File: config.mk
export PLATFORM = sky130hd
export DESIGN_NAME = mem_arbiter
export DESIGN_NICKNAME = d
export VERILOG_FILES = /design/src/rtl/mem_arb_pkg.sv /design/src/rtl/mem_arb_pick.sv /design/src/rtl/mem_arbiter.sv
export SDC_FILE = /design/constraint.sdc
export NUM_CORES = 1
export LEC_CHECK = 0
export CAP_MARGIN = 20
export CORE_ASPECT_RATIO = 1.75
export CORE_MARGIN = 5
export CORE_UTILIZATION = 42
export CTS_CLUSTER_SIZE = 16
export DETAILED_ROUTE_END_ITERATION = 10
export GPL_TIMING_DRIVEN = 1
export PLACE_DENSITY = 0.91
export SETUP_SLACK_MARGIN = 0.4
export SLEW_MARGIN = 20
export SYNTH_ARGS = -nofsm -noshare
export SYNTH_HDL_FRONTEND = slang
export SYNTH_SLANG_ARGS = --single-unit
export TNS_END_PERCENT = 50
File: constraint.sdc
create_clock -name clk -period 7.2 [get_ports clk]
set_clock_uncertainty 0.05 [all_clocks]
set_input_delay 1.08 -clock clk [delete_from_list [all_inputs] [get_ports clk]]
set_output_delay 1.08 -clock clk [all_outputs]
set_load 0.03 [all_outputs]
File: src/rtl/mem_arb_pkg.sv
// rtl/mem_arb_pkg.sv - shared types and constants for the game RAM arbiter
package mem_arb_pkg;

    localparam int ADDR_W = 16;
    localparam int DATA_W = 16;
    localparam logic [ADDR_W-1:0] FRET_TABLE_BASE = 16'hF000;

    typedef enum logic [0:0] {
        ST_IDLE  = 1'b0,
        ST_BURST = 1'b1
    } state_e;

    typedef enum logic [1:0] {
        TAG_NONE = 2'd0,
        TAG_CPU  = 2'd1,
        TAG_FB   = 2'd2
    } tag_e;

endpackage

File: src/rtl/mem_arb_pick.sv
// rtl/mem_arb_pick.sv - IDLE-state winner select; MEM_ARB_FAIR_EN adds the round-robin pointer
module mem_arb_pick
    import mem_arb_pkg::*;
(
`ifdef MEM_ARB_FAIR_EN
    input  logic clk,
    input  logic reset,
`endif
    input  logic arb_en_i,
    input  logic cpu_req_i,
    input  logic fb_req_i,
    output logic gnt_cpu_o,
    output logic gnt_fb_o
);

`ifdef MEM_ARB_FAIR_EN
    // Set when the fetcher should win the next contested cycle.
    logic prio_fb_q, prio_fb_d;

    always_comb begin
        gnt_cpu_o = 1'b0;
        gnt_fb_o  = 1'b0;
        if (arb_en_i) begin
            if (cpu_req_i && !(fb_req_i && prio_fb_q)) begin
                gnt_cpu_o = 1'b1;
            end else if (fb_req_i) begin
                gnt_fb_o = 1'b1;
            end
        end
    end

    always_comb begin
        prio_fb_d = prio_fb_q;
        if (gnt_cpu_o) begin
            prio_fb_d = 1'b1;
        end else if (gnt_fb_o) begin
            prio_fb_d = 1'b0;
        end
    end

    always_ff @(posedge clk) begin
        if (!reset) begin
            prio_fb_q <= 1'b0;
        end else begin
            prio_fb_q <= prio_fb_d;
        end
    end
`else
    always_comb begin
        gnt_cpu_o = arb_en_i && cpu_req_i;
        gnt_fb_o  = arb_en_i && fb_req_i && !cpu_req_i;
    end
`endif

endmodule

File: src/rtl/mem_arbiter.sv
// rtl/mem_arbiter.sv - CPU / burst-fetcher arbiter for the single-port game RAM
// Define MEM_ARB_FAIR_EN for round-robin arbitration; default is fixed CPU priority.
module mem_arbiter
    import mem_arb_pkg::*;
#(
    parameter int BURST_MAX = 32,
    parameter int LEN_W     = 6
) (
    input  logic              clk,
    input  logic              reset,
    input  logic              cpu_req,
    input  logic              cpu_we,
    input  logic [ADDR_W-1:0] cpu_addr,
    input  logic [DATA_W-1:0] cpu_wdata,
    output logic              cpu_gnt,
    output logic              cpu_rvalid,
    output logic [DATA_W-1:0] cpu_rdata,
    input  logic              fb_req,
    input  logic [ADDR_W-1:0] fb_addr,
    input  logic [LEN_W-1:0]  fb_len,
    output logic              fb_gnt,
    output logic              fb_rvalid,
    output logic [DATA_W-1:0] fb_rdata,
    output logic              fb_done,
    output logic              mem_we,
    output logic [ADDR_W-1:0] mem_addr,
    output logic [DATA_W-1:0] mem_wdata,
    input  logic [DATA_W-1:0] mem_rdata
);

    state_e             state_q, state_d;
    logic [ADDR_W-1:0]  addr_q, addr_d;
    logic [LEN_W-1:0]   cnt_q, cnt_d;
    tag_e               tag_q, tag_d;
    logic               last_q, last_d;

    logic               arb_en;
    logic               pick_cpu;
    logic               pick_fb;
    logic [LEN_W-1:0]   len_eff;

    // Reset gates arbitration so a request in the reset cycle is never granted.
    assign arb_en = reset && (state_q == ST_IDLE);

    mem_arb_pick u_pick (
`ifdef MEM_ARB_FAIR_EN
        .clk       (clk),
        .reset     (reset),
`endif
        .arb_en_i  (arb_en),
        .cpu_req_i (cpu_req),
        .fb_req_i  (fb_req),
        .gnt_cpu_o (pick_cpu),
        .gnt_fb_o  (pick_fb)
    );

    always_comb begin
        if (fb_len == '0) begin
            len_eff = LEN_W'(1);
        end else if (fb_len > LEN_W'(BURST_MAX)) begin
            len_eff = LEN_W'(BURST_MAX);
        end else begin
            len_eff = fb_len;
        end
    end

    always_comb begin
        state_d   = state_q;
        addr_d    = addr_q;
        cnt_d     = cnt_q;
        tag_d     = TAG_NONE;
        last_d    = 1'b0;
        mem_we    = 1'b0;
        mem_addr  = '0;
        mem_wdata = '0;
        case (state_q)
            ST_IDLE: begin
                if (pick_cpu) begin
                    mem_we    = cpu_we;
                    mem_addr  = cpu_addr;
                    mem_wdata = cpu_wdata;
                    tag_d     = cpu_we ? TAG_NONE : TAG_CPU;
                end else if (pick_fb) begin
                    mem_addr = fb_addr;
                    tag_d    = TAG_FB;
                    if (len_eff == LEN_W'(1)) begin
                        last_d = 1'b1;
                    end else begin
                        state_d = ST_BURST;
                        addr_d  = fb_addr + 16'd1;
                        cnt_d   = len_eff - LEN_W'(1);
                    end
                end
            end
            ST_BURST: begin
                if (reset) begin
                    mem_addr = addr_q;
                    tag_d    = TAG_FB;
                    addr_d   = addr_q + 16'd1;
                    cnt_d    = cnt_q - LEN_W'(1);
                    if (cnt_q == LEN_W'(1)) begin
                        last_d  = 1'b1;
                        state_d = ST_IDLE;
                    end
                end
            end
            default: state_d = ST_IDLE;
        endcase
    end

    always_ff @(posedge clk) begin
        if (!reset) begin
            state_q <= ST_IDLE;
            addr_q  <= '0;
            cnt_q   <= '0;
            tag_q   <= TAG_NONE;
            last_q  <= 1'b0;
        end else begin
            state_q <= state_d;
            addr_q  <= addr_d;
            cnt_q   <= cnt_d;
            tag_q   <= tag_d;
            last_q  <= last_d;
        end
    end

    // Return-side outputs are also masked during reset so an in-flight read is dropped.
    assign cpu_gnt    = pick_cpu;
    assign fb_gnt     = pick_fb;
    assign cpu_rvalid = reset && (tag_q == TAG_CPU);
    assign fb_rvalid  = reset && (tag_q == TAG_FB);
    assign fb_done    = fb_rvalid && last_q;
    assign cpu_rdata  = cpu_rvalid ? mem_rdata : '0;
    assign fb_rdata   = fb_rvalid ? mem_rdata : '0;

endmodule

==> impl_metrics.py <==
metrics = {
    "global_routing": {
        "grt_max_degree": 49,
        "grt_pass1_vias": 3072,
        "track_usage_pct": 25.1,
        "grt_overflow": 0,
        "grt_pass1_wl_um": 15200,
        "antenna_found_initial": 1,
    },
    "sta": {
        "period_minus_slack_ns": 5.31,
        "worst_slew_margin_rel_pct": 39.0,
        "period_share_pct": 73.8,
        "rsz0062_at_grt": "no",
        "fin_setup_tns_ns": 0,
        "max_freq_ghz": 0.188,
        "fin_hold_ws_ns": 0.440,
        "finalMaxSlewViolations": 0,
        "setup_viol": 0,
        "worst_slack_ns": 1.89,
        "timing.final.hold_violations": 0,
        "worst_pin_slew_ns": 0.915,
    },
    "worst_setup_path": {
        "end_kind": "primary output",
        "path_class": "primary input to primary output",
        "max_stage_delay_ns": 0.97,
        "startpoint_type": "primary input",
        "cp_slowest_cell": "clkdlybuf4s50_1",
        "crit_family": "buffers and inverters",
        "reg2reg_slack_ns": 4.47,
        "cp_cell_sequence": "clkdlybuf4s50_1, inv_1, buf_4, nor2_2, a222oi_1, inv_1, clkdlybuf4s50_1",
        "crit_arrival_ns": 4.18,
        "cp.required_ns": 6.07,
        "critPathMaxFanout": 22,
        "timing.critical_path.buf_inv": 5,
    },
    "die": {
        "coreArea_mm2": 0.00588,
        "die-area_mm2": 0.00779,
        "die_w_um": 68.9,
        "ios": 145,
        "initial_utilization_pct": 43.3,
        "die_h_um": 113,
        "row_count": 37,
    },
    "placed_design": {
        "pre_cts_ws_ns": 1.60,
        "globalplace.congestion": 0.909,
        "dpl.cell_count": 532,
        "port_buffers": 144,
        "dp.final_hpwl_um": 7770,
        "place_area_mm2": 0.00400,
    },
    "run": {
        "maxCapViolCount": 0,
    },
    "route": {
        "wl_um": 9950,
        "drt_iter0_drc": 410,
        "dr.pass1.iters": 6,
        "via_count": 3178,
        "vias_per_cell": 5.93,
        "detail-route-antenna-nets": 0,
        "drcViolationCount": 0,
        "wl_per_cell_um": 18.6,
    },
    "final_layout": {
        "final_area_mm2": 0.00405,
        "drive_gt1_share_pct": 6.56,
        "final-instance-count-excl-fill": 536,
        "area_growth_pct": 58.8,
        "final_nets": 539,
    },
    "synthesis": {
        "synth-seq-cells": 26,
        "yosysSeqAreaShare_pct": 20.4,
        "synth_ff_type": "dfxtp_1",
        "synth_edf_count": 0,
        "yosys_warnings": 0,
        "async_flop_share_pct": 0,
        "synth.avg_cell_area_um2": 7.77,
        "yosysUniqueCellTypes": 63,
        "netlist_area_mm2": 0.00255,
        "syn_inst": 328,
        "syn_nets": 408,
    },
    "run_status": {
        "status": "complete, no violations",
    },
    "clock_network": {
        "cts_resized": 0,
        "cts-htree-levels": 1,
        "clkTransAtPathRegs_ns": 0.09,
        "clock_latency_ns": 0.27,
        "tritoncts": "yes",
        "cts_root_buffer": "clkbuf_8",
        "cts_num_sinks": 26,
        "cts_hold_buffers": 0,
        "cts_setup_buffers": 0,
        "cts_buffer_depth": 2,
        "cts_buffers": 3,
    },
    "power": {
        "leakage_nw": 1.63,
        "power.density_mw_per_mm2": 108,
        "peakVddDrop_mv": 0.0634,
    },
    "min_path": {
        "min_path_type": "register to register",
    },
}
cell usage after synthesis, drive strengths merged (3+ instances only):
library cell | number | share of area [%]
a211oi | 5 | 1.7
nand2b | 3 | 0.74
ha | 5 | 2.5
a22oi | 6 | 2.3
a222oi | 14 | 5.5
o211ai | 7 | 2.1
a21oi | 9 | 1.9
mux2i | 14 | 5.5
or3 | 5 | 1.2
dfxtp | 26 | 20
nand4b | 4 | 2.2
and3 | 21 | 5.2
nand2 | 25 | 3.9
o21ai | 13 | 2.6
a31oi | 5 | 1.2
nor2b | 5 | 1.2
xnor2 | 3 | 1.0
mux2 | 4 | 1.9
nor2 | 14 | 2.1
nand3 | 13 | 2.7
buf | 11 | 3.2
and2 | 35 | 8.6
o31ai | 4 | 1.2
o22ai | 4 | 1.2
inv | 25 | 3.7
nand3b | 5 | 1.5
clkbuf | 11 | 1.6
nand4 | 9 | 2.7
metal layers:
layer  up-vias  GRT usage [%]  share of wire, %  wire length [um]
met3        35           3.57               7.0               701
li1       1485              -                 -                 -
met1      1485           27.6                35              3470
met2       173           45.6                55              5460
met5         -              0                 0                 0
met4         0           10.7               3.2               314
cell families (layout without fill, tap and decap cells):
| group | Yosys count | count (layout) | share of synthesized area (%) |
|---|---|---|---|
| simple gates | 148 | 148 | 34.7 |
| mux | 18 | 18 | 7.41 |
| xor+xnor | 3 | 3 | 1.03 |
| buf+inv | 47 | 176 | 8.54 |
| other cells | 0 | 1 | 0 |
| fa+ha+maj | 5 | 5 | 2.45 |
| compound gates | 81 | 81 | 25.4 |
| flops | 26 | 26 | 20.4 |
layout by cell type, fill, tap and decap left out, types with 2 or more instances in the layout:
cell type / n
a211oi_1: 4
a21oi_1: 8
a222oi_1: 14
a22oi_1: 5
a31oi_1: 5
and2_1: 35
and3_1: 21
buf_4: 4
clkbuf_8: 3
clkdlybuf4s50_1: 144
dfxtp_1: 25
ha_1: 5
inv_1: 24
mux2_2: 3
mux2i_1: 14
nand2_1: 23
nand2_2: 2
nand2b_1: 3
nand3_1: 12
nand3b_1: 5
nand4_1: 7
nand4_2: 2
nand4b_1: 2
nor2_1: 13
nor2b_1: 5
nor3_1: 2
o211ai_1: 7
o21ai_0: 11
o21ai_1: 2
o22ai_1: 3
o311a_1: 2
o31ai_1: 4
o41ai_1: 2
or3_1: 5
xnor2_1: 3
area by class of cell:
type | instances | area, um^2
multi-input cells | 255 | 1820
clock buffers | 3 | 41.3
flip-flops and latches | 26 | 522
repair buffers | 148 | 1470
diodes | 1 | 2.50
fillers | 487 | 1830
well taps | 78 | 97.6
inverters | 25 | 93.8
final timing paths:
path              depth (start not counted)  startpoint           to
setup / recovery                          7       reset  mem_addr[7]
hold / removal                            2   addr_q[6]    addr_q[6]
setup reg to reg                          8     state_q   addr_q[14]
hold reg to reg                           2   addr_q[6]    addr_q[6]
worst register-to-register path: cells and delay by family (launching register included):
family	cells	cell delay, ns
mux	1	0.30
simple gates	3	0.59
buf+inv	1	0.49
flops	1	0.35
compound gates	2	0.60
fa+ha+maj	1	0.29
registers in the layout (all words and copies together), names as in the netlist:
register and flops:
tag_q 2, state_q 1, cnt_q 6, addr_q 16, last_q 1
per-stage QoR:
stage	utilization [%]	power (mW)
2_1_floorplan	-	0.266
3_3_place_gp	67.8	0.349
3_5_place_dp	68.0	0.355
4_1_cts	68.7	0.435
5_1_grt	68.8	0.458
6_report	68.8	0.438
report_power, final:
group / leakage (nW) / switching (mW) / internal [mW]
Sequential: 0.213 / 0.00969 / 0.152
Clock: 0.0216 / 0.0468 / 0.0375
Combinational: 1.40 / 0.0996 / 0.0920
Power figures use the tool's default switching activity.
==> variant (same flow settings) <==
Set the package constant `DATA_W` to 32 (it was 16).
--- a/src/rtl/mem_arb_pkg.sv
+++ b/src/rtl/mem_arb_pkg.sv
@@ -4,3 +4,3 @@
     localparam int ADDR_W = 16;
-    localparam int DATA_W = 16;
+    localparam int DATA_W = 32;
     localparam logic [ADDR_W-1:0] FRET_TABLE_BASE = 16'hF000;
Ports: changed (5 resized); port bits go from 145 to 225. The function was not compared with the original's and may differ.
==> variant against the unedited design <==
  * Setup slack worse by 0.0077 ns
  * Wire length is 34% higher
  * Fmax shrank 0.14%
  * Power up 24%
  * Cell area grew 28%
  * Core utilization increased by 10 points
  * Sequential cell count is the same
  * Synthesized area up 11%
  * Critical path type unchanged
  * Critical endpoint unchanged
  * Largest power group unchanged
  * Highest routed layer unchanged
==> variant: results (changes against the unedited design) <==
=================================================================================
Placer's final routability congestion estimate .....................        0.923   was 0.909
Status ............................................................. finished clean   unchanged
Placed wire-length estimate after detailed placement ...............      10.8 mm   was 7.77 mm
Setup slack after placement ........................................      1.93 ns   was 1.60 ns
Fraction of layout cells with a size suffix above 1 ................        4.89%   was 6.56%
Leading cell types by count after synthesis ........................ sky130_fd_sc_hd__and2_1, sky130_fd_sc_hd__nand2_1, sky130_fd_sc_hd__dfxtp_1   was sky130_fd_sc_hd__and2_1, sky130_fd_sc_hd__dfxtp_1, sky130_fd_sc_hd__inv_1
Leakage dissipation ................................................   0.00198 µW   was 0.00163 µW
Register clock-pin slew on the reported worst setup and hold paths .      0.07 ns   was 0.09 ns
Wire length reported by the detailed router ........................      13.4 mm   was 9.95 mm
Root Driver ........................................................ sky130_fd_sc_hd__clkbuf_16   was sky130_fd_sc_hd__clkbuf_8
Portion of the post-synthesis area used by sequential elements .....        18.4%   was 20.4%
Worst Reg2Reg Path Length in Cells .................................            6   was 8
Area after DPL .....................................................     5080 µm²   was 4000 µm²
Vias in the first global route .....................................         3655   was 3072
Post-synth net total ...............................................          501   was 408
Quantity of I/O buffers inserted on ports ..........................          224   was 144
Sink of the worst hold path ........................................ addr_q[1]$_SDFFE_PN0P_   was addr_q[6]$_SDFFE_PN0P_
Routed vias ........................................................         3846   was 3178
First-pass detailed-route iteration total ..........................            7   was 6
Wire length of the first global-routing pass .......................      20.2 mm   was 15.2 mm
Setup slack of the worst register-to-register path .................      3.85 ns   was 4.47 ns
Max_slew headroom ..................................................        32.5%   was 39.0%
Worst vdd ir .......................................................   0.000124 V   was 0.0000634 V
Distinct cells, synth ..............................................           54   was 63
Initial antenna violation count ....................................            0   was 1
Iteration-0 DRC count of the detailed router .......................          374   was 410
Async set-reset flop share out of synthesis ........................           0%   unchanged
Maximum number of pins on one net before global-route repair .......           53   was 49
Area contributors post-synth ....................................... sky130_fd_sc_hd__and2_1, sky130_fd_sc_hd__dfxtp_1, sky130_fd_sc_hd__a222oi_1, sky130_fd_sc_hd__nand2_1, sky130_fd_sc_hd__mux2i_1   was sky130_fd_sc_hd__dfxtp_1, sky130_fd_sc_hd__and2_1, sky130_fd_sc_hd__a222oi_1, sky130_fd_sc_hd__mux2i_1, sky130_fd_sc_hd__and3_1
Crit path max fanout ...............................................           24   was 22
Total number of nets in the final design ...........................          706   was 539
=================================================================================
[variant: cell types whose count changed after synthesis, moves of 4 or more]
| cell | before | now |
|---|---|---|
| sky130_fd_sc_hd__and2_1 | 35 | 103 |
| sky130_fd_sc_hd__clkbuf_1 | 11 | 19 |
| sky130_fd_sc_hd__nand2_1 | 23 | 30 |
| sky130_fd_sc_hd__a21oi_1 | 8 | 15 |
| sky130_fd_sc_hd__a211oi_1 | 4 | 0 |
| sky130_fd_sc_hd__and3_1 | 21 | 2 |
| sky130_fd_sc_hd__mux2_2 | 3 | 7 |
| sky130_fd_sc_hd__o211ai_1 | 7 | 2 |
| sky130_fd_sc_hd__nand3_1 | 12 | 20 |
[variant: cell families after synthesis]
| group | share of synthesized area (%) |
|---|---|
| XOR/XNOR | 0.621 |
| flip-flops | 18.4 |
| multiplexers | 6.70 |
| AND/OR/NAND/NOR | 42.4 |
| AO/OA/AOI/OAI | 21.8 |
| buffers and inverters | 7.85 |
| adder cells (fa/ha/maj) | 2.22 |
[variant: layer usage]
metal	global-route usage, %	wire, µm
met1	35.8	4810
met2	52.5	6650
met3	6.29	1390
met4	12.4	511
met5	0	0
[variant: where the power goes]
group / switching, µW / internal [µW]
clock network: 55.4 / 85.3
logic: 122 / 120
registers: 8.99 / 152
total: 186 / 358
[variant: area by class of cell]
type | count | area (µm²)
tap | 82 | 103
multi-input combinational | 309 | 2080
sequential | 26 | 520
clock buffer | 4 | 88.8
fill | 457 | 1370
inverter | 25 | 93.8
timing repair buffer | 229 | 2280
[variant: critical path: stages]
cell,delay [ns]
sky130_fd_sc_hd__clkdlybuf4s50_1,0.77
sky130_fd_sc_hd__inv_1,0.49
sky130_fd_sc_hd__nor2_1,0.65
sky130_fd_sc_hd__buf_4,0.31
sky130_fd_sc_hd__a222oi_1,0.08
sky130_fd_sc_hd__inv_1,0.09
sky130_fd_sc_hd__clkdlybuf4s50_1,0.70
[variant: worst max path at each step]
stage                         to  slack [ns]     from
global placement     mem_addr[8]        2.01    reset
global route         mem_addr[7]        1.70    reset
floorplan           mem_addr[10]        3.51  cpu_req
CTS                  mem_addr[7]        1.93    reset
finish               mem_addr[7]        1.88    reset
detailed placement   mem_addr[7]        1.93    reset
[variant: through the flow]
stage	cells	power, µW
after global routing	675	565
after global placement	671	400
after detailed placement	671	404
after CTS	675	543
final	675	544
after floorplan	389	280
